## config.mk

```make
export PLATFORM = sky130hd
export DESIGN_NAME = tdm_demux16_flat
export DESIGN_NICKNAME = d
export VERILOG_FILES = /design/src/rtl/tdm_demux16_pkg.sv /design/src/rtl/tdm_demux16_if.sv /design/src/rtl/tdm_demux16_dec4to16.sv /design/src/rtl/tdm_demux16.sv /design/src/flat_wrapper.sv
export SDC_FILE = /design/constraint.sdc
export NUM_CORES = 1
export LEC_CHECK = 0
export ABC_AREA = 1
export ABC_CLOCK_PERIOD_IN_PS = 1400
export CORE_ASPECT_RATIO = 1.25
export CORE_MARGIN = 10
export CORE_UTILIZATION = 55
export CTS_CLUSTER_SIZE = 8
export DETAILED_ROUTE_END_ITERATION = 12
export DONT_BUFFER_PORTS = 1
export PLACE_DENSITY_LB_ADDON = 0.25
export SYNTH_ARGS = -nofsm -noshare
export SYNTH_HDL_FRONTEND = slang
export SYNTH_SLANG_ARGS = --single-unit
```

## constraint.sdc

```tcl
create_clock -name clk -period 1.4 [get_ports clk]
set_clock_uncertainty 0.2 [all_clocks]
set_input_delay 0.21 -clock clk [delete_from_list [all_inputs] [get_ports clk]]
set_output_delay 0.21 -clock clk [all_outputs]
set_load 0.02 [all_outputs]
```

## src/rtl/tdm_demux16_pkg.sv

```systemverilog
// tdm_demux16_pkg: shared constants, FSM encoding and channel-slice helper for the TDM demux.
package tdm_demux16_pkg;
    localparam int SLOT_W = 4;
    localparam int NCH = 16;
    typedef enum logic {HUNT = 1'b0, RUN = 1'b1} state_t;
    function automatic int ch_lo(input int k, input int w);
        return k * w;
    endfunction
endpackage

```

## src/rtl/tdm_demux16_if.sv

```systemverilog
// tdm_demux16_if: slotted-stream input and parallel-channel output bundle.
// drop_cnt exists only when TDM_DEMUX16_DROP_CNT_EN is defined.
interface tdm_demux16_if #(parameter int DATA_W = 1);
    import tdm_demux16_pkg::*;
    logic                    in_valid;
    logic                    in_sof;
    logic [DATA_W-1:0]       in_data;
    logic [NCH*DATA_W-1:0]   out;
    logic                    out_valid;
    logic [SLOT_W-1:0]       slot;
    logic                    frame_err;
`ifdef TDM_DEMUX16_DROP_CNT_EN
    logic [7:0]              drop_cnt;
`endif
    modport master(output in_valid, in_sof, in_data,
                   input out, out_valid, slot, frame_err
`ifdef TDM_DEMUX16_DROP_CNT_EN
                   , input drop_cnt
`endif
                  );
    modport slave(input in_valid, in_sof, in_data,
                  output out, out_valid, slot, frame_err
`ifdef TDM_DEMUX16_DROP_CNT_EN
                  , output drop_cnt
`endif
                 );
endinterface

```

## src/rtl/tdm_demux16_dec4to16.sv

```systemverilog
// dec4to16: one-hot shadow write-enable decoder, gated by the beat-accept strobe.
module dec4to16
    import tdm_demux16_pkg::*;
(
    input  logic [SLOT_W-1:0] sel,
    input  logic              en,
    output logic [NCH-1:0]    we
);
    always_comb we = en ? {{(NCH-1){1'b0}}, 1'b1} << sel : '0;
endmodule

```

## src/rtl/tdm_demux16.sv

```systemverilog
// tdm_demux16: 16-slot TDM demux; assembles a frame in shadow regs and publishes it atomically.
// Optional TDM_DEMUX16_DROP_CNT_EN adds a saturating count of dropped beats and aborted frames.
module tdm_demux16
    import tdm_demux16_pkg::*;
#(
    parameter int DATA_W = 1
) (
    input logic clk,
    input logic rst,
    tdm_demux16_if.slave bus
);
    state_t                state;
    logic [SLOT_W-1:0]     slot_q;
    logic [SLOT_W-1:0]     wsel;
    logic [NCH*DATA_W-1:0] shadow;
    logic [NCH*DATA_W-1:0] out_q;
    logic                  out_valid_q;
    logic                  frame_err_q;
    logic                  accept;
    logic                  last;
    logic                  early_sof;
    logic [NCH-1:0]        we;

    assign accept    = bus.in_valid & (bus.in_sof | state == RUN);
    assign early_sof = bus.in_valid & bus.in_sof & state == RUN;
    assign last      = bus.in_valid & ~bus.in_sof & state == RUN & slot_q == SLOT_W'(NCH - 1);
    assign wsel      = bus.in_sof ? '0 : slot_q;

    dec4to16 u_dec (.sel(wsel), .en(accept), .we(we));

    always_ff @(posedge clk or posedge rst) begin
        if (rst) begin
            state       <= HUNT;
            slot_q      <= '0;
            shadow      <= '0;
            out_q       <= '0;
            out_valid_q <= 1'b0;
            frame_err_q <= 1'b0;
        end else begin
            out_valid_q <= last;
            frame_err_q <= early_sof;
            for (int k = 0; k < NCH; k++)
                if (we[k]) shadow[ch_lo(k, DATA_W) +: DATA_W] <= bus.in_data;
            if (bus.in_valid && bus.in_sof) begin
                state  <= RUN;
                slot_q <= SLOT_W'(1);
            end else if (bus.in_valid && state == RUN) begin
                state  <= last ? HUNT : RUN;
                slot_q <= last ? '0 : slot_q + 1'b1;
            end
            // slot 15 bypasses the shadow so the frame publishes on the very next edge
            if (last) out_q <= {bus.in_data, shadow[(NCH-1)*DATA_W-1:0]};
        end
    end

    assign bus.out       = out_q;
    assign bus.out_valid = out_valid_q;
    assign bus.slot      = slot_q;
    assign bus.frame_err = frame_err_q;

`ifdef TDM_DEMUX16_DROP_CNT_EN
    logic       drop;
    logic [7:0] drop_cnt_q;
    assign drop = bus.in_valid & (bus.in_sof ? state == RUN : state == HUNT);
    always_ff @(posedge clk or posedge rst) begin
        if (rst) drop_cnt_q <= '0;
        else if (drop && drop_cnt_q != 8'hFF) drop_cnt_q <= drop_cnt_q + 8'd1;
    end
    assign bus.drop_cnt = drop_cnt_q;
`endif
endmodule

```

## src/flat_wrapper.sv

```systemverilog
// flat-port wrapper written by rule: the top's interface ports become plain ports
module tdm_demux16_flat import tdm_demux16_pkg::*;
#(
    parameter int DATA_W = 1
)
  (clk, rst, bus_in_valid, bus_in_sof, bus_in_data, bus_out, bus_out_valid, bus_slot, bus_frame_err);
  tdm_demux16_if #(.DATA_W(DATA_W)) bus_i ();
  input logic clk;
  input logic rst;
  input wire logic [$bits(bus_i.in_valid)-1:0] bus_in_valid;
  input wire logic [$bits(bus_i.in_sof)-1:0] bus_in_sof;
  input wire logic [$bits(bus_i.in_data)-1:0] bus_in_data;
  output wire logic [$bits(bus_i.out)-1:0] bus_out;
  output wire logic [$bits(bus_i.out_valid)-1:0] bus_out_valid;
  output wire logic [$bits(bus_i.slot)-1:0] bus_slot;
  output wire logic [$bits(bus_i.frame_err)-1:0] bus_frame_err;
  assign bus_i.in_valid = bus_in_valid;
  assign bus_i.in_sof = bus_in_sof;
  assign bus_i.in_data = bus_in_data;
  assign bus_out = bus_i.out;
  assign bus_out_valid = bus_i.out_valid;
  assign bus_slot = bus_i.slot;
  assign bus_frame_err = bus_i.frame_err;
  tdm_demux16 #(.DATA_W(DATA_W)) u_core (.clk(clk), .rst(rst), .bus(bus_i));
endmodule
```

# [Yosys cells after proc, flatten, opt, wreduce, memory -nomap -nowiden]
# Cells that the tools add are included.
# W data, S select, Z words.
[totals] in_bits=5 wordCells=42 out_inout_bits=22 reg_bits=38
[classes] n_mux=8 n_shift=1 add_sub_neg=1 n_reduce_logical=3 n_eq_ne=1 bitwise_logic=8
[op_table] cell="$mux W4" n=4
[op_table] cell="$mux W15" n=1
[op_table] cell="$shl A1 B4 Y15 const A" n=1
[op_table] cell="$and A1 B1 Y1" n=6
[op_table] cell="$add A4 B1 Y4 const B" n=1
[op_table] cell="$eq A4 B4 Y1 const B" n=1
[op_table] cell="$mux W1" n=3
[op_table] cell="$logic_and A1 B1 Y1" n=2
[op_table] cell="$reduce_bool A2 Y1" n=1
[op_table] cell="$not A1 Y1" n=1
[op_table] cell="$or A1 B1 Y1" n=1

# [Longest topological paths before layout]
[logic_depth] word_depth=7 depth_mapped=8 depth_no_buf=7

# [Cells and area by module]
# From an unflattened synthesis, not the netlist that was laid out.
[unflattened] hier_cells=197 hier_area_um2=1739.2
[modules_own_cells] module="tdm_demux16" area_each_um2=1612.8 instances=1 cells_each=166 seq_area_each_um2=950.9
[modules_own_cells] module="dec4to16" area_each_um2=126.4 instances=1 cells_each=31 seq_area_each_um2=0.0

# [Worst setup path before layout]
# No wires, ideal clock.
[synth_timing] path_kind="reg-to-reg" start="register u_core.slot_q[1] (netlist: u_core.bus.slot[1])" end="register u_core.out_q[0] (netlist: u_core.bus.out[0])" stages_incl_launch_ff=6 path_slack_ps=-237 arrival_time_ps=1320 path_buffers=1 t_required_ps=1083 period_less_slack_ps=1637 setup_time_ps=117 cell_sequence="dfrtp_1 ha_1 nand4_4 buf_4 nand2_1 nand2_1"
[synth_between] elab_chain_cells=2
[synth_lines] element="from (decl)" line_no="tdm_demux16.sv:13" rtl="logic [SLOT_W-1:0] slot_q;"
[synth_lines] element="from (signal assigned)" line_no="tdm_demux16.sv:49" rtl="slot_q <= last ? '0 : slot_q + 1'b1;"
[synth_lines] element="$eq A4 B4 Y1" line_no="tdm_demux16.sv:26" rtl="assign last = bus.in_valid & ~bus.in_sof & state == RUN & slot_q == SLOT_W'(NCH - 1);"
[synth_lines] element="$and A1 B1 Y1" line_no="tdm_demux16.sv:26"
[synth_lines] element="to (signal assigned)" line_no="tdm_demux16.sv:52" rtl="if (last) out_q <= {bus.in_data, shadow[(NCH-1)*DATA_W-1:0]};"
[synth_lines] element="to (decl)" line_no="tdm_demux16.sv:16" rtl="logic [NCH*DATA_W-1:0] out_q;"
# No other way between the ends.
# A chain may end at the register's enable or synchronous reset.

# [Worst setup path in the final report]
[layout_timing] start="register u_core.slot_q[1] (netlist: u_core.bus.slot[1])" end="output bus_slot[1]"
[layout_rtl] element="to (decl)" line_no="flat_wrapper.sv:15" rtl="output wire logic [$bits(bus_i.slot)-1:0] bus_slot;"
# No word-level cell between the ends.

==> metrics.md <==
| Metric | Value |
|---|---|
| Routing usage on met2 | `24.2%` |
| Max Fanout on Critical Path | `5` |
| Slew margin rel. | `69.0%` |
| Count of non-filler cells in the finished layout | `267` |
| Count of input and output buffers | `0` |
| Biggest area contributors in the synthesized netlist | `dfrtp_1 (54%), nand2_1 (17%), nand3_1 (4.2%)` |
| GRT Resource Usage Total | `13.6%` |
| Routability congestion estimate from global placement | `0.844` |
| Std cell rows | `23` |
| Met3 global-route usage | `5.60%` |
| Failing checks | `negative hold slack, negative setup slack` |
| Data required, critical path | `0.99 ns` |
| Fraction of the cycle the final worst path needs | `102%` |
| Sequential power share | `50.0%` |
| Internal power component | `1.85 mW` |
| Number of distinct library cells after synthesis | `24` |
| Arrival time at the worst endpoint | `1.02 ns` |
| Maximum number of pins on one net before global-route repair | `39` |
| Initial drt markers | `60` |
| Endpoint of the most critical register-to-register path | `u_core.shadow[13]$_DFFE_PP0P_` |
| Final worst slack | `-0.0266 ns` |
| TritonCTS clock tree | `done` |
| Largest family of logic cells by synthesized area | `simple AND/OR/NAND/NOR gates` |
| I/O pin count | `27` |
| Die Area | `5920 µm²` |
| Total leakage power | `1.10 nW` |
| Number of stages on the worst hold path | `2` |
| Number of placed instances with taps included | `247` |
| Global-route met1 utilization | `13.4%` |
| Filler cell count in the final layout | `240` |
| Final routed DRC violation total | `0` |
| Final wirelength | `3.96 mm` |
| Maximum operating frequency | `701 MHz` |
| Power density over the cells | `1220 nW/µm²` |
| Final hold slack | `-0.160 ns` |
| Result of the run | `finished with violations` |
| Slowest-stage cell, CP | `dfrtp_2` |
| Starting utilization of the core area | `56.1%` |
| Net switching share of the total power | `30.1%` |
| Share of the synthesized area in the top cell type | `53.5%` |
| Fraction of layout cells with a size suffix above 1 | `26.1%` |
| Via count | `1418` |
| Most common cell on crit path | `buf_4` |
| Area used by multi-input combinational logic | `782 µm²` |
| Vertical die dimension | `83.5 µm` |
| Switching Power | `797 µW` |
| Count of state elements after synthesis | `38` |
| First drt pass iteration count | `4` |
| Number of antenna violations at the first check in global routing | `0` |
| Pins over their slew limit | `0` |
| Final Core Density | `68.4%` |
| Buffers from clock root to sink, at most | `2` |
| Startpoint kind of the worst setup timing path | `flip-flop` |
| End point of the most critical hold path | `u_core.shadow[7]$_DFFE_PP0P_` |
| Setup WS pre-CTS | `-0.0221 ns` |
| Number of clock buffers inserted by TritonCTS | `5` |
| Type of the worst min-delay path | `in2reg` |
| Adder-cell share of the synthesized area | `0.704%` |
| Yosys synthesis warning count | `0` |
| Post-layout net count | `235` |
| Fraction of synthesized area in multiplexers | `0%` |
| Compound-cell area share of the yosys netlist | `6.69%` |
| Global-route wire length before repair | `6.76 mm` |
| Avg Cell Area, Syn | `8.67 µm²` |
| Stages on the worst setup path | `2` |
| Max-cap violation count | `0` |
| CTS Hold Bufs | `4` |
| Crit path time final | `1.43 ns` |
| Net count of the mapped netlist | `211` |
| Number of hold-slack violations in the final timing report | `15` |
| Sequential cell area fraction in the yosys report | `53.5%` |
| Layer with the highest usage after global routing | `met2` |
| Area grow syn2layout | `21.9%` |
| Worst reg-to-reg setup slack | `-0.01 ns` |
| Worst R2R Start | `u_core.state$_DFFE_PP0P_` |
| Flip-flop and latch area | `956 µm²` |
| Clock share of power | `28.5%` |
| Fraction of synthesized cell area in xor and xnor cells | `0%` |
| Die boundary width | `70.8 µm` |
| Largest delay contributor family on the critical path | `flip-flops` |
| Pwr Total | `2.65 mW` |
| Slowest cell delay on critical path | `0.45 ns` |
| Maximum vdd drop | `879 µV` |
| Crit. End Element | `primary output` |
| Register clock-pin slew on the reported worst setup and hold paths | `0.07 ns` |
| Source of the worst hold timing path | `bus_in_data` |
| Cell-by-cell listing of the critical path | `buf_4, buf_4` |
| Area of the mapped netlist | `1780 µm²` |
| HPWL after detailed placement | `2.72 mm` |
| Vias/cell | `5.31` |
| Cell taking the most area after synthesis | `dfrtp_1` |
| Clock sink total | `38` |
| Critical Setup Path Class | `reg2out` |
| H-tree levels | `2` |
| Final setup vio count | `2` |
| Final routed wire length divided by cell count | `14.8 µm` |
| Clock latency on the worst-skew pair | `0.28 ns` |
| Instance count of the mapped netlist | `205` |
| Number of global-route vias before repair | `1464` |
| Total buffers and inverters traversed by the critical path | `2` |
| Tightest Pin Transition | `0.465 ns` |
| Number of diodes added for antenna fixing | `0` |
| Simple-Gate Fraction of Synth Area | `32.8%` |
| Combinational share of power | `21.5%` |
| Root Buffer | `clkbuf_8` |
| Total gr overflow | `0` |
| Reg2Reg Depth | `6` |
| Area of the core | `3170 µm²` |
| Number of nets with antenna violations after detailed routing | `0` |
| RSZ-0062 raised after global routing | `true` |
synthesized netlist by cell type, drive strengths merged:
cell type   n
nand2      86
dfrtp      38
o21ai      19
inv        16
nand3      15
nor2       14
nand4       7
buf         4
o21bai      2
a21oi       1
clkbuf      1
clkinv      1
ha          1
placed cells by master, fill, tap and decap left out, types with 2 or more instances in the layout:
| master | count |
|---|---|
| dfrtp_2 | 4 |
| o21ai_1 | 5 |
| nand4_1 | 6 |
| nand3_2 | 2 |
| nor2_2 | 3 |
| dfrtp_1 | 34 |
| nand2_2 | 5 |
| nor2_1 | 7 |
| inv_1 | 12 |
| clkinv_2 | 2 |
| inv_4 | 2 |
| o21bai_1 | 2 |
| dlygate4sd3_1 | 4 |
| nand3_1 | 13 |
| nor2_4 | 3 |
| o21ai_0 | 9 |
| buf_4 | 12 |
| clkbuf_8 | 6 |
| buf_12 | 2 |
| nand2_1 | 76 |
| buf_6 | 4 |
| nand2_4 | 5 |
| o21ai_2 | 4 |
state kept, by name, summed over array words and instances, names as in the netlist:
| signal | cells |
|---|---|
| u_core.bus.slot | 4 |
| u_core.state | 1 |
| u_core.bus.out_valid | 1 |
| u_core.shadow | 15 |
| u_core.bus.frame_err | 1 |
| u_core.bus.out | 16 |
per-stage QoR:
step | setup TNS, ns | area (µm²)
floorplan | -0.253 | 1810
global placement | 0 | 1900
detailed placement | -0.0593 | 1900
CTS | 0 | 2070
global route | -1.55 | 2170
finish | -0.0324 | 2170
cells by family after synthesis:
kind of cell    count (synthesis)
buf+inv                        22
flops                          38
fa+ha+maj                       1
simple gates                  122
compound gates                 22
power by group through the flow:
| stage | Combinational (mW) | Clock [mW] | Sequential, mW |
|---|---|---|---|
| global placement | 0.458 | 0 | 1.33 |
| floorplan | 0.325 | 0 | 1.35 |
| finish | 0.570 | 0.755 | 1.32 |
| CTS | 0.500 | 0.769 | 1.32 |
| global route | 0.645 | 0.826 | 1.34 |
| detailed placement | 0.477 | 0 | 1.34 |
layer usage:
layer	up-vias	share of wire [%]
li1	705	-
met1	676	38
met2	31	53
met3	6	7.3
met4	0	1.1
met5	-	0
layout make-up:
| type | instances | area share [%] |
|---|---|---|
| clock inverters | 1 | 0.231 |
| inverters | 17 | 3.47 |
| flip-flops and latches | 38 | 44.1 |
| well taps | 37 | 2.14 |
| multi-input cells | 145 | 36.1 |
| clock buffers | 7 | 3.99 |
| repair buffers | 22 | 9.94 |
worst max-delay path by stage:
stage	start	endpoint	slack [ns]
after detailed placement	u_core.state$_DFFE_PP0P_	u_core.bus.out[12]$_DFFE_PP0P_	-0.02
after global routing	u_core.bus.slot[0]$_DFFE_PP0P_	u_core.shadow[7]$_DFFE_PP0P_	-0.09
after CTS	u_core.state$_DFFE_PP0P_	u_core.shadow[13]$_DFFE_PP0P_	0.004
after floorplan	u_core.bus.slot[2]$_DFFE_PP0P_	u_core.bus.slot[0]$_DFFE_PP0P_	-0.04
final	u_core.bus.slot[1]$_DFFE_PP0P_	bus_slot[1]	-0.03
after global placement	u_core.bus.slot[0]$_DFFE_PP0P_	u_core.shadow[2]$_DFFE_PP0P_	0.02
what timing repair did:
action,4_1_cts,5_1_grt
endpoints found under the setup margin,8,32
pin swaps,1,19
hold endpoints to repair,59,14
resized for setup,2,17
buffers inserted,3,5
(Power assumes the default switching activity.)
